### config.mk
export PLATFORM = sky130hd
export DESIGN_NAME = pipe_stage_reg
export DESIGN_NICKNAME = d
export VERILOG_FILES = /design/src/rtl/pipe_stage_pkg.sv /design/src/rtl/pipe_perf_cnt.sv /design/src/rtl/pipe_stage_reg.sv
export SDC_FILE = /design/constraint.sdc
export NUM_CORES = 1
export LEC_CHECK = 0
export CAP_MARGIN = 10
export CORE_MARGIN = 2
export CORE_UTILIZATION = 52
export CTS_CLUSTER_DIAMETER = 150
export DETAILED_ROUTE_END_ITERATION = 12
export HOLD_SLACK_MARGIN = 0.02
export PLACE_DENSITY = 0.81
export SLEW_MARGIN = 20
export SYNTH_ARGS = -nofsm -noshare
export SYNTH_HDL_FRONTEND = slang
export SYNTH_SLANG_ARGS = --single-unit
### constraint.sdc
create_clock -name CLK -period 2.5 [get_ports CLK]
set_clock_uncertainty 0.2 [all_clocks]
set_input_delay 0.625 -clock CLK [delete_from_list [all_inputs] [get_ports CLK]]
set_output_delay 0.625 -clock CLK [all_outputs]
set_load 0.01 [all_outputs]
### src/rtl/pipe_stage_pkg.sv
// Shared types for the generic pipeline-stage register: state encoding,
// counter width default and the per-stage payload structs sized with $bits().
package pipe_stage_pkg;

   typedef enum logic [1:0] {
      EMPTY = 2'd0,
      FULL  = 2'd1,
      SKID  = 2'd2
   } pipe_state_t;

   localparam int PIPE_CNT_W = 32;

   typedef struct packed {
      logic [31:0] pc;
      logic [31:0] instr;
   } ifid_payload_t;

   typedef struct packed {
      logic [31:0] pc;
      logic [31:0] rs1_data;
      logic [31:0] rs2_data;
      logic [31:0] imm;
      logic [4:0]  rd;
      logic [3:0]  alu_op;
      logic        alu_src;
      logic        mem_rd;
      logic        mem_wr;
      logic        reg_wr;
      logic        mem_to_reg;
   } idex_payload_t;

   typedef struct packed {
      logic [31:0] alu_res;
      logic [31:0] st_data;
      logic [4:0]  rd;
      logic        mem_rd;
      logic        mem_wr;
      logic        reg_wr;
      logic        mem_to_reg;
   } exmem_payload_t;

   typedef struct packed {
      logic [31:0] alu_res;
      logic [31:0] ld_data;
      logic [4:0]  rd;
      logic        reg_wr;
      logic        mem_to_reg;
   } memwb_payload_t;

endpackage

### src/rtl/pipe_perf_cnt.sv
// Saturating event counter: counts up on inc, then sticks at all-ones.
module pipe_perf_cnt #(
   parameter int CNT_W = 32
) (
   input  logic             CLK,
   input  logic             nRST,
   input  logic             inc,
   output logic [CNT_W-1:0] cnt
);

   always_ff @(posedge CLK or negedge nRST) begin
      if (!nRST)
         cnt <= '0;
      else if (inc && (cnt != '1))
         cnt <= cnt + CNT_W'(1);
   end

endmodule

### src/rtl/pipe_stage_reg.sv
// Generic two-entry (main + skid) pipeline-stage register with valid/ready,
// global advance enable and flush. Counters compiled in with PIPE_STAGE_PERF_EN.
module pipe_stage_reg
   import pipe_stage_pkg::*;
#(
   parameter int DATA_W = 128,
   parameter int CNT_W  = PIPE_CNT_W
) (
   input  logic              CLK,
   input  logic              nRST,
   input  logic              en,
   input  logic              flush,
   input  logic              up_valid,
   input  logic [DATA_W-1:0] up_data,
   output logic              up_ready,
   output logic              dn_valid,
   output logic [DATA_W-1:0] dn_data,
   input  logic              dn_ready
`ifdef PIPE_STAGE_PERF_EN
   ,
   output logic [CNT_W-1:0]  stall_cnt,
   output logic [CNT_W-1:0]  flush_cnt,
   output logic [CNT_W-1:0]  xfer_cnt
`endif
);

   if (DATA_W < 1 || CNT_W < 1) begin : g_param_chk
      $error("pipe_stage_reg: DATA_W and CNT_W must be positive");
   end

   pipe_state_t       state_q, state_d;
   logic [DATA_W-1:0] main_q, main_d;
   logic [DATA_W-1:0] skid_q, skid_d;
   logic              up_x, dn_x;

   // Outputs depend only on registered state, so dn_ready never reaches up_ready.
   assign up_ready = (state_q != SKID);
   assign dn_valid = (state_q != EMPTY);
   assign dn_data  = main_q;

   assign up_x = en & up_valid & up_ready & ~flush;
   assign dn_x = en & dn_valid & dn_ready & ~flush;

   always_comb begin
      state_d = state_q;
      main_d  = main_q;
      skid_d  = skid_q;
      case (state_q)
         EMPTY: begin
            if (up_x) begin
               state_d = FULL;
               main_d  = up_data;
            end
         end
         FULL: begin
            if (up_x && dn_x) begin
               main_d = up_data;
            end else if (up_x) begin
               state_d = SKID;
               skid_d  = up_data;
            end else if (dn_x) begin
               state_d = EMPTY;
            end
         end
         SKID: begin
            if (dn_x) begin
               state_d = FULL;
               main_d  = skid_q;
            end
         end
         default: state_d = EMPTY;
      endcase
      // Flush overrides any transfer decided above.
      if (en && flush) begin
         state_d = EMPTY;
         main_d  = '0;
         skid_d  = '0;
      end
   end

   always_ff @(posedge CLK or negedge nRST) begin
      if (!nRST) begin
         state_q <= EMPTY;
         main_q  <= '0;
         skid_q  <= '0;
      end else begin
         state_q <= state_d;
         main_q  <= main_d;
         skid_q  <= skid_d;
      end
   end

`ifdef PIPE_STAGE_PERF_EN
   pipe_perf_cnt #(.CNT_W(CNT_W)) u_stall_cnt (
      .CLK  (CLK),
      .nRST (nRST),
      .inc  (en & dn_valid & ~dn_ready & ~flush),
      .cnt  (stall_cnt)
   );

   pipe_perf_cnt #(.CNT_W(CNT_W)) u_flush_cnt (
      .CLK  (CLK),
      .nRST (nRST),
      .inc  (en & flush),
      .cnt  (flush_cnt)
   );

   pipe_perf_cnt #(.CNT_W(CNT_W)) u_xfer_cnt (
      .CLK  (CLK),
      .nRST (nRST),
      .inc  (dn_x),
      .cnt  (xfer_cnt)
   );
`endif

endmodule

[After elaboration in Yosys (flattened, before gate mapping)]
Index checks and enable logic that the tools add are counted.
Cells by class
  equal/unequal tests: 9
  mux-type cells: 15
  bitwise logic cells: 7
  reductions and logical operators: 10
Operators by type and width (count)
  $mux 128: 7
  $pmux 128 s3: 1
  $mux 2: 6
  $ne 3x3->1 const B: 4
  $reduce_and 4->1: 2
  $and 1x1->1: 6
  $pmux 2 s3: 1
  $reduce_bool 2->1: 3
  $ne 4x4->1 const B: 1
  $reduce_bool 4->1: 1
  $reduce_and 3->1: 1
  $eq 2x1->1 const B: 1
  $eq 2x2->1 const B: 1
  $logic_and 1x1->1: 2
  $logic_not 2->1: 1
  $ne 2x1->1 const B: 1
  $ne 2x2->1 const B: 1
  $not 1->1: 1
Word-level totals
  bits in registers: 258
  input bits: 134
  output and inout bits: 130
  word-level logic and storage cells: 44

[Longest topological paths before layout]
Gate-level depths: netlist (run 1).
  depth after elaboration: 9
  gate-level depth with buffers: 10
  mapped depth without buffers: 7

[Worst setup path after synthesis (run 1)]
OpenSTA, ideal clock, no wires.
  path kind: reg2reg
  from: reg state_q[0]
  to: reg main_q[0] (netlist: dn_data[0])
  setup time: 0.145 ns
  data arrival time: 1.924 ns
  required time: 2.155 ns
  path slack: 0.232 ns
  cell stages (with the launch flop): 11
  path buffers: 3
  clock period less this slack: 2.268 ns
  path through: dfrtp_1 > inv_1 > ha_1 > buf_2 > and4bb_1 > o21ai_1 > a221o_1 > buf_2 > clkbuf_1 > nand2_1 > o31ai_2
On the way
  longest elaborated chain between the ends: 7
  elaborated cells between the ends (all ways): 18
  classes of those cells: eq/ne: 6; mux: 2; bitwise: 5; reduce/logical: 5
RTL lines
  start, declared: line pipe_stage_reg.sv:31  | pipe_state_t state_q, state_d;
  start signal, assigned: line pipe_stage_reg.sv:87  | state_q <= state_d;
  $reduce_bool 2->1: line pipe_stage_reg.sv:38  | assign dn_valid = (state_q != EMPTY);
  $and 1x1->1 (3 in series): line pipe_stage_reg.sv:42  | assign dn_x = en & dn_valid & dn_ready & ~flush;
  $logic_and 1x1->1: line pipe_stage_reg.sv:56  | if (up_x && dn_x) begin
  $ne 3x3->1 (no source line)
  $reduce_and 4->1 (no source line)
  end signal, assigned: line pipe_stage_reg.sv:88  | main_q <= main_d;
  end, declared: line pipe_stage_reg.sv:32  | logic [DATA_W-1:0] main_q, main_d;
Parallel ways exist; a longest one is shown, timed or not.
A chain may end at the register's enable or synchronous reset.

[Final worst setup path (run 1)]
  from: reg state_q[0]
  to: out up_ready
On the way
  longest elaborated chain between the ends: 1
RTL lines
  $ne 2x2->1: line pipe_stage_reg.sv:37  | assign up_ready = (state_q != SKID);
  end, declared: line pipe_stage_reg.sv:15  | output logic up_ready,
No other way between the ends.

==> results.cfg, run 1 <==
[synth]
avgSynthCellArea_um2 = 12.1
ys_seq_area_frac = 0.514
netlist_area_um2 = 12600
syn_inst = 1040
synth.top_cell.area_share = 0.514
syn_nets = 1178
synth.distinct_cells = 27
synthTopCellsByArea = dfrtp_1 51%, o31ai_2 11%, mux2i_1 10%
synth_seq_cells = 258
ys.warnings.count = 0
synth_top_area_cell = dfrtp_1

[global_routing]
grt_pass1_vias = 9951
grt_antenna_before_repair = 0
grt_max_degree = 94
grt_remaining_overflow = 0
track_usage = 0.265
grt_pass1_wl_um = 55400

[min_path]
hp-class = in -> reg
hp-start = flush
hold-path-cell-count = 3
whs_endpoint = state_q[1]$_DFFE_PN0P_

[final_layout]
drive_above_1_share = 0.162
syn_to_final_growth_pct = 32.3
nNetsFinal = 1402
seq_area_um2 = 6460
design_area_um2 = 16600
n_fill_cell = 1723
multi_input_area_um2 = 5600
instances_no_fill = 1602
antenna_cells = 0

[critical_path]
cp-start-kind = flop
cp.required_ns = 1.67
regToRegSetupSlack_ns = 0.11
crit_path_end_kind = output pin
rr_worst_depth = 7
cp_max_fo = 5
rr_endpoint = dn_data[43]$_DFFE_PN0P_
r2r_start = state_q[1]$_DFFE_PN0P_
crit_arrival_ns = 1.61
critPathKind = reg -> out

[clocking]
clockRootBuffer = clkbuf_16
cts_tree = yes
cts_buffers = 27
cts_max_path_buffers = 3
cts.sinks = 258
cts_max_level = 1
cts.reportedPaths.clkPinSlew_ns = 0.06
clk_latency_ns = 0.52

[job]
drv_cap = 0

[detailed_routing]
drtPass1Iterations = 5
via_per_inst = 6.11
drtIter0Drc = 799
wl_per_cell_um = 21.2
via_count = 9796
wl_um = 34000
drcViolationCount = 0
drt.antenna.violating_nets = 0

[power]
switchingPower_mw = 7.18
p_seq_frac = 0.363
p_total_mw = 20.0
power.share.clock = 0.203
power.leakage_nw = 6.49
swShare = 0.359
ir_worst_vdd_uv = 720
comb_power_share = 0.433
internal_power_mw = 12.8
power_density_nw_per_um2 = 1200

[timing]
report.final.setup_viol = 0
max-slew-margin-rel = 0.244
drv_slew = 0
worst_slew_pin_slew_ns = 1.13
timing.final.crit_share = 0.973
setup_tns_ns = 0
fmax_mhz = 411
hold_slack_ns = 0.268
fin_crit_ns = 2.43
hold_viol = 0
rsz0062_at_grt = true

[place]
io_buffers = 263
placedCellCount = 1550
place_area_um2 = 15700
routabilityCongestion = 0.802
dp_hpwl_um = 21700

[floorplanning]
coreArea_um2 = 23600
fp-row-count = 56
die_area_um2 = 25400
die_w_um = 159
start_util = 0.532
ios = 264
die_y_um = 159

[outcome]
outcome = complete, no violations
## critical path, cell delays in order (launching register included)
cell           delay, ns
dfrtp_1             0.42
inv_2               0.12
ha_4                0.17
inv_1               0.07
dlygate4sd2_1       0.31
## cell usage in the layout, fill, tap and decap left out, types with 2 or more instances in the layout
master	Yosys	layout
ha_1	4	2
bufinv_16	0	3
mux2i_1	128	128
clkbuf_1	80	9
ha_4	0	2
nor2b_1	2	2
buf_4	1	25
o21ai_0	4	4
buf_12	0	21
clkdlybuf4s50_1	0	259
clkinv_2	0	3
clkbuf_16	0	27
clkbuf_8	0	6
o2bb2ai_1	128	128
dfrtp_1	258	258
nand2_1	128	128
o31ai_1	18	15
o31ai_2	110	113
a22oi_1	129	129
inv_1	5	3
## metrics by stage
step                 util  worst slack, ns
floorplan               -            0.232
global placement    0.663           -0.270
detailed placement  0.663           -0.358
CTS                 0.702          0.00170
global route        0.703         -0.00323
finish              0.703           0.0663
## cell usage after synthesis
cell	n
dfrtp_1	258
a22oi_1	129
mux2i_1	128
nand2_1	128
o2bb2ai_1	128
o31ai_2	110
clkbuf_1	80
buf_2	19
o31ai_1	18
buf_6	12
inv_1	5
ha_1	4
o21ai_0	4
and2_1	2
buf_1	2
nor2b_1	2
a21oi_1	1
a221o_1	1
and4bb_1	1
buf_4	1
mux2_2	1
nand3b_1	1
nor2_1	1
nor3_1	1
o21ai_1	1
or4_1	1
xor2_1	1
## flip-flops by register name, indices dropped and copies added, names as in the netlist
name,cells
state_q,2
skid_q,128
dn_data,128
## worst max-delay path by stage
stage / startpoint / end / slack, ns / cells after the start
floorplan: state_q[0]$_DFFE_PN0P_ / dn_data[0]$_DFFE_PN0P_ / 0.23 / 10
global placement: en / dn_data[124]$_DFFE_PN0P_ / -0.27 / 6
detailed placement: up_valid / dn_data[43]$_DFFE_PN0P_ / -0.36 / 6
CTS: state_q[1]$_DFFE_PN0P_ / dn_valid / 0.002 / 4
global route: state_q[0]$_DFFE_PN0P_ / up_ready / -0.003 / 4
finish: state_q[0]$_DFFE_PN0P_ / up_ready / 0.07 / 4
## power groups by stage
stage               Clock, mW  Combinational, mW  Sequential (mW)
floorplan                   0               5.04             7.41
global placement            0               8.40             7.20
detailed placement          0               8.67             7.28
CTS                      4.14               8.69             7.24
global route             4.32               9.40             7.47
finish                   4.07               8.66             7.26
## cell families (layout without fill, tap and decap cells)
group | after synthesis | count (layout) | synth area share
AOI/OAI and AO/OA | 392 | 392 | 0.290
xor gates and xnor gates | 1 | 1 | 0.000698
adders and majority gates | 4 | 4 | 0.00399
buffers and inverters | 119 | 362 | 0.0449
DFF | 258 | 258 | 0.514
muxes | 129 | 129 | 0.103
and+or+nand+nor | 137 | 137 | 0.0432
## metal layers
metal / share of wire / GRT usage
met5: 0 / 0
met4: 0.030 / 0.0781
met3: 0.062 / 0.0445
met2: 0.49 / 0.426
met1: 0.42 / 0.372
## layout make-up
class	instances	share of cell area
Clock inverter	6	0.00633
Timing Repair Buffer	309	0.195
Clock buffer	42	0.0477
Inverter	5	0.00128
Sequential cell	258	0.389
Multi-Input combinational cell	663	0.337
Tap cell	319	0.0240
## repair_timing
action                                 in CTS  in global routing
setup endpoints to repair                   2                 31
pin swaps                                   0                  1
resized for setup                           4                  6
endpoints found under the hold margin      44                  0
hold buffers                                1                  0
buffers inserted                            0                  3
Note: power is estimated with default switching activity, not from simulation.
==> run 2, diff against run 1 <==
--- a/config.mk
+++ b/config.mk
@@ -7,12 +7,11 @@
 export LEC_CHECK = 0
 export CAP_MARGIN = 10
 export CORE_MARGIN = 2
-export CORE_UTILIZATION = 52
+export CORE_UTILIZATION = 45
 export CTS_CLUSTER_DIAMETER = 150
 export DETAILED_ROUTE_END_ITERATION = 12
 export HOLD_SLACK_MARGIN = 0.02
-export PLACE_DENSITY = 0.81
-export SLEW_MARGIN = 20
+export PLACE_DENSITY = 0.72
 export SYNTH_ARGS = -nofsm -noshare
 export SYNTH_HDL_FRONTEND = slang
 export SYNTH_SLANG_ARGS = --single-unit
==> run 2 against run 1 <==
Power rose by 0.82%. Clock power rose by 3%. Register-to-register slack barely moved. Combinational power barely moved. Die area rose by 15%. Design area rose by 0.83%. Maximum frequency rose by 0.71%. Worst hold slack improved by 0.0067 ns. Flip-flop and latch count did not move. Critical endpoint unchanged.
==> results.cfg, run 2 (synthesized netlist as in run 1, its figures left out) <==
[power]
ir_worst_vdd_uv = 552
power.leakage_nw = 6.53
power_density_nw_per_um2 = 1200

[place]
routabilityCongestion = 0.767
placedCellCount = 1609
dp_hpwl_um = 20900
io_buffers = 263
pre_cts_slack_ns = -0.373
place_area_um2 = 15800

[floorplanning]
die_y_um = 171
ios = 264
coreArea_um2 = 27600
die_area_um2 = 29300
fp-row-count = 61
die_w_um = 171
start_util = 0.454

[critical_path]
cp-start-kind = flop
crit_path_top_delay_cell = dfrtp_1
crit_path_max_incr_delay_ns = 0.40
crit_arrival_ns = 1.59
crit_chain = inv_2 > ha_4 > inv_1 > dlygate4sd2_1
cp.required_ns = 1.67
crit_path_end_kind = output pin
critPathKind = reg -> out
cp_max_fo = 5

[min_path]
hp-class = reg -> reg

[final_layout]
seq_area_um2 = 6460
final_common_cell = clkdlybuf4s50_1
instances_no_fill = 1666
nNetsFinal = 1403
drive_above_1_share = 0.166
mostFrequentLayoutCells = 259 x clkdlybuf4s50_1, 257 x dfrtp_1, 129 x a22oi_1
syn_to_final_growth_pct = 33.4
multi_input_area_um2 = 5580
n_fill_cell = 2257
design_area_um2 = 16700

[timing]
timing.final.ws_setup_ns = 0.0834
fmax_mhz = 414
report.final.setup_viol = 0
setup_tns_ns = 0
timing.final.crit_share = 0.967
hold_slack_ns = 0.275
max-slew-margin-rel = 0.304
rsz0062_at_grt = false
fin_crit_ns = 2.42
drv_slew = 0
hold_viol = 0
worst_slew_pin_slew_ns = 1.04

[global_routing]
grt_remaining_overflow = 0
grt_antenna_before_repair = 2
grt_pass1_vias = 9694
grt_max_degree = 105
grt_pass1_wl_um = 54000
track_usage = 0.229

[detailed_routing]
drtIter0Drc = 804
wl_um = 34100
drcViolationCount = 0
via_per_inst = 5.87
drtPass1Iterations = 5
via_count = 9780
wl_per_cell_um = 20.5
drt.antenna.violating_nets = 0

[clocking]
cts_buffers = 29
clockRootBuffer = clkbuf_16
cts.reportedPaths.clkPinSlew_ns = 0.06
cts_max_level = 1
clk_latency_ns = 0.55
cts_max_path_buffers = 3
cts.sinks = 258
cts_tree = yes

[job]
drv_cap = 0

[outcome]
outcome = complete, no violations
-- run 2: cell count changes in the layout (fill, tap and decap cells not counted), sizes merged --
cell and change:
clkinv +3, bufinv -2, clkinvlp +2, diode +2, buf -1, clkbuf -1, dlygate4sd2 +1, inv +1
-- run 2: path summary, 6_finish.rpt --
path | slack, ns | cells past startpoint | endpoint | start
max | 0.08 | 4 | up_ready | state_q[0]$_DFFE_PN0P_
min | 0.27 | 2 | dn_data[76]$_DFFE_PN0P_ | dn_data[76]$_DFFE_PN0P_
max reg2reg | 0.12 | 7 | dn_data[49]$_DFFE_PN0P_ | state_q[0]$_DFFE_PN0P_
min reg2reg | 0.27 | 2 | dn_data[76]$_DFFE_PN0P_ | dn_data[76]$_DFFE_PN0P_
max in group asynchronous | 1.04 | 3 | dn_data[6]$_DFFE_PN0P_ | nRST
min in group asynchronous | 0.44 | 2 | skid_q[77]$_DFFE_PN0P_ | nRST
-- run 2: timing repair --
action                                 in CTS  in global routing
setup endpoints to repair                   2                124
hold buffers                                1                  0
pin swaps                                   0                  0
buffers inserted                            0                  2
resized for setup                           4                  3
gates cloned                                0                  0
endpoints found under the hold margin      52                  0
-- run 2: power by group --
group          internal [mW]  total (mW)  switching [mW]
Sequential              5.99        7.28            1.29
Clock                   2.49        4.20            1.71
Combinational           4.43        8.68            4.25
Total                   12.9        20.2            7.25
-- run 2: through the flow --
step           power [mW]  utilization
6_report             20.2        0.606
5_1_grt              21.4        0.606
4_1_cts              20.3        0.605
3_5_place_dp         16.0        0.570
3_3_place_gp         15.7        0.570
2_1_floorplan        12.4            -
-- run 2: final cells by class --
cell class | instances | share of cell area
clock buffer | 42 | 0.0516
multi-input combinational | 663 | 0.333
clock inverter | 10 | 0.00501
sequential | 258 | 0.386
timing repair buffer | 308 | 0.195
tap | 378 | 0.0282
antenna | 2 | 0.000299
inverter | 5 | 0.00127
-- run 2: critical path: cells and delay by family (launching register included) --
family | cells | cell delay [ns]
fa+ha+maj | 1 | 0.18
buf+inv | 3 | 0.48
flops | 1 | 0.40
-- run 2: metal layers --
layer / GRT usage / part of all wire
met5: 0 / 0
met4: 0.0601 / 0.020
met2: 0.370 / 0.48
met3: 0.0400 / 0.062
met1: 0.321 / 0.44
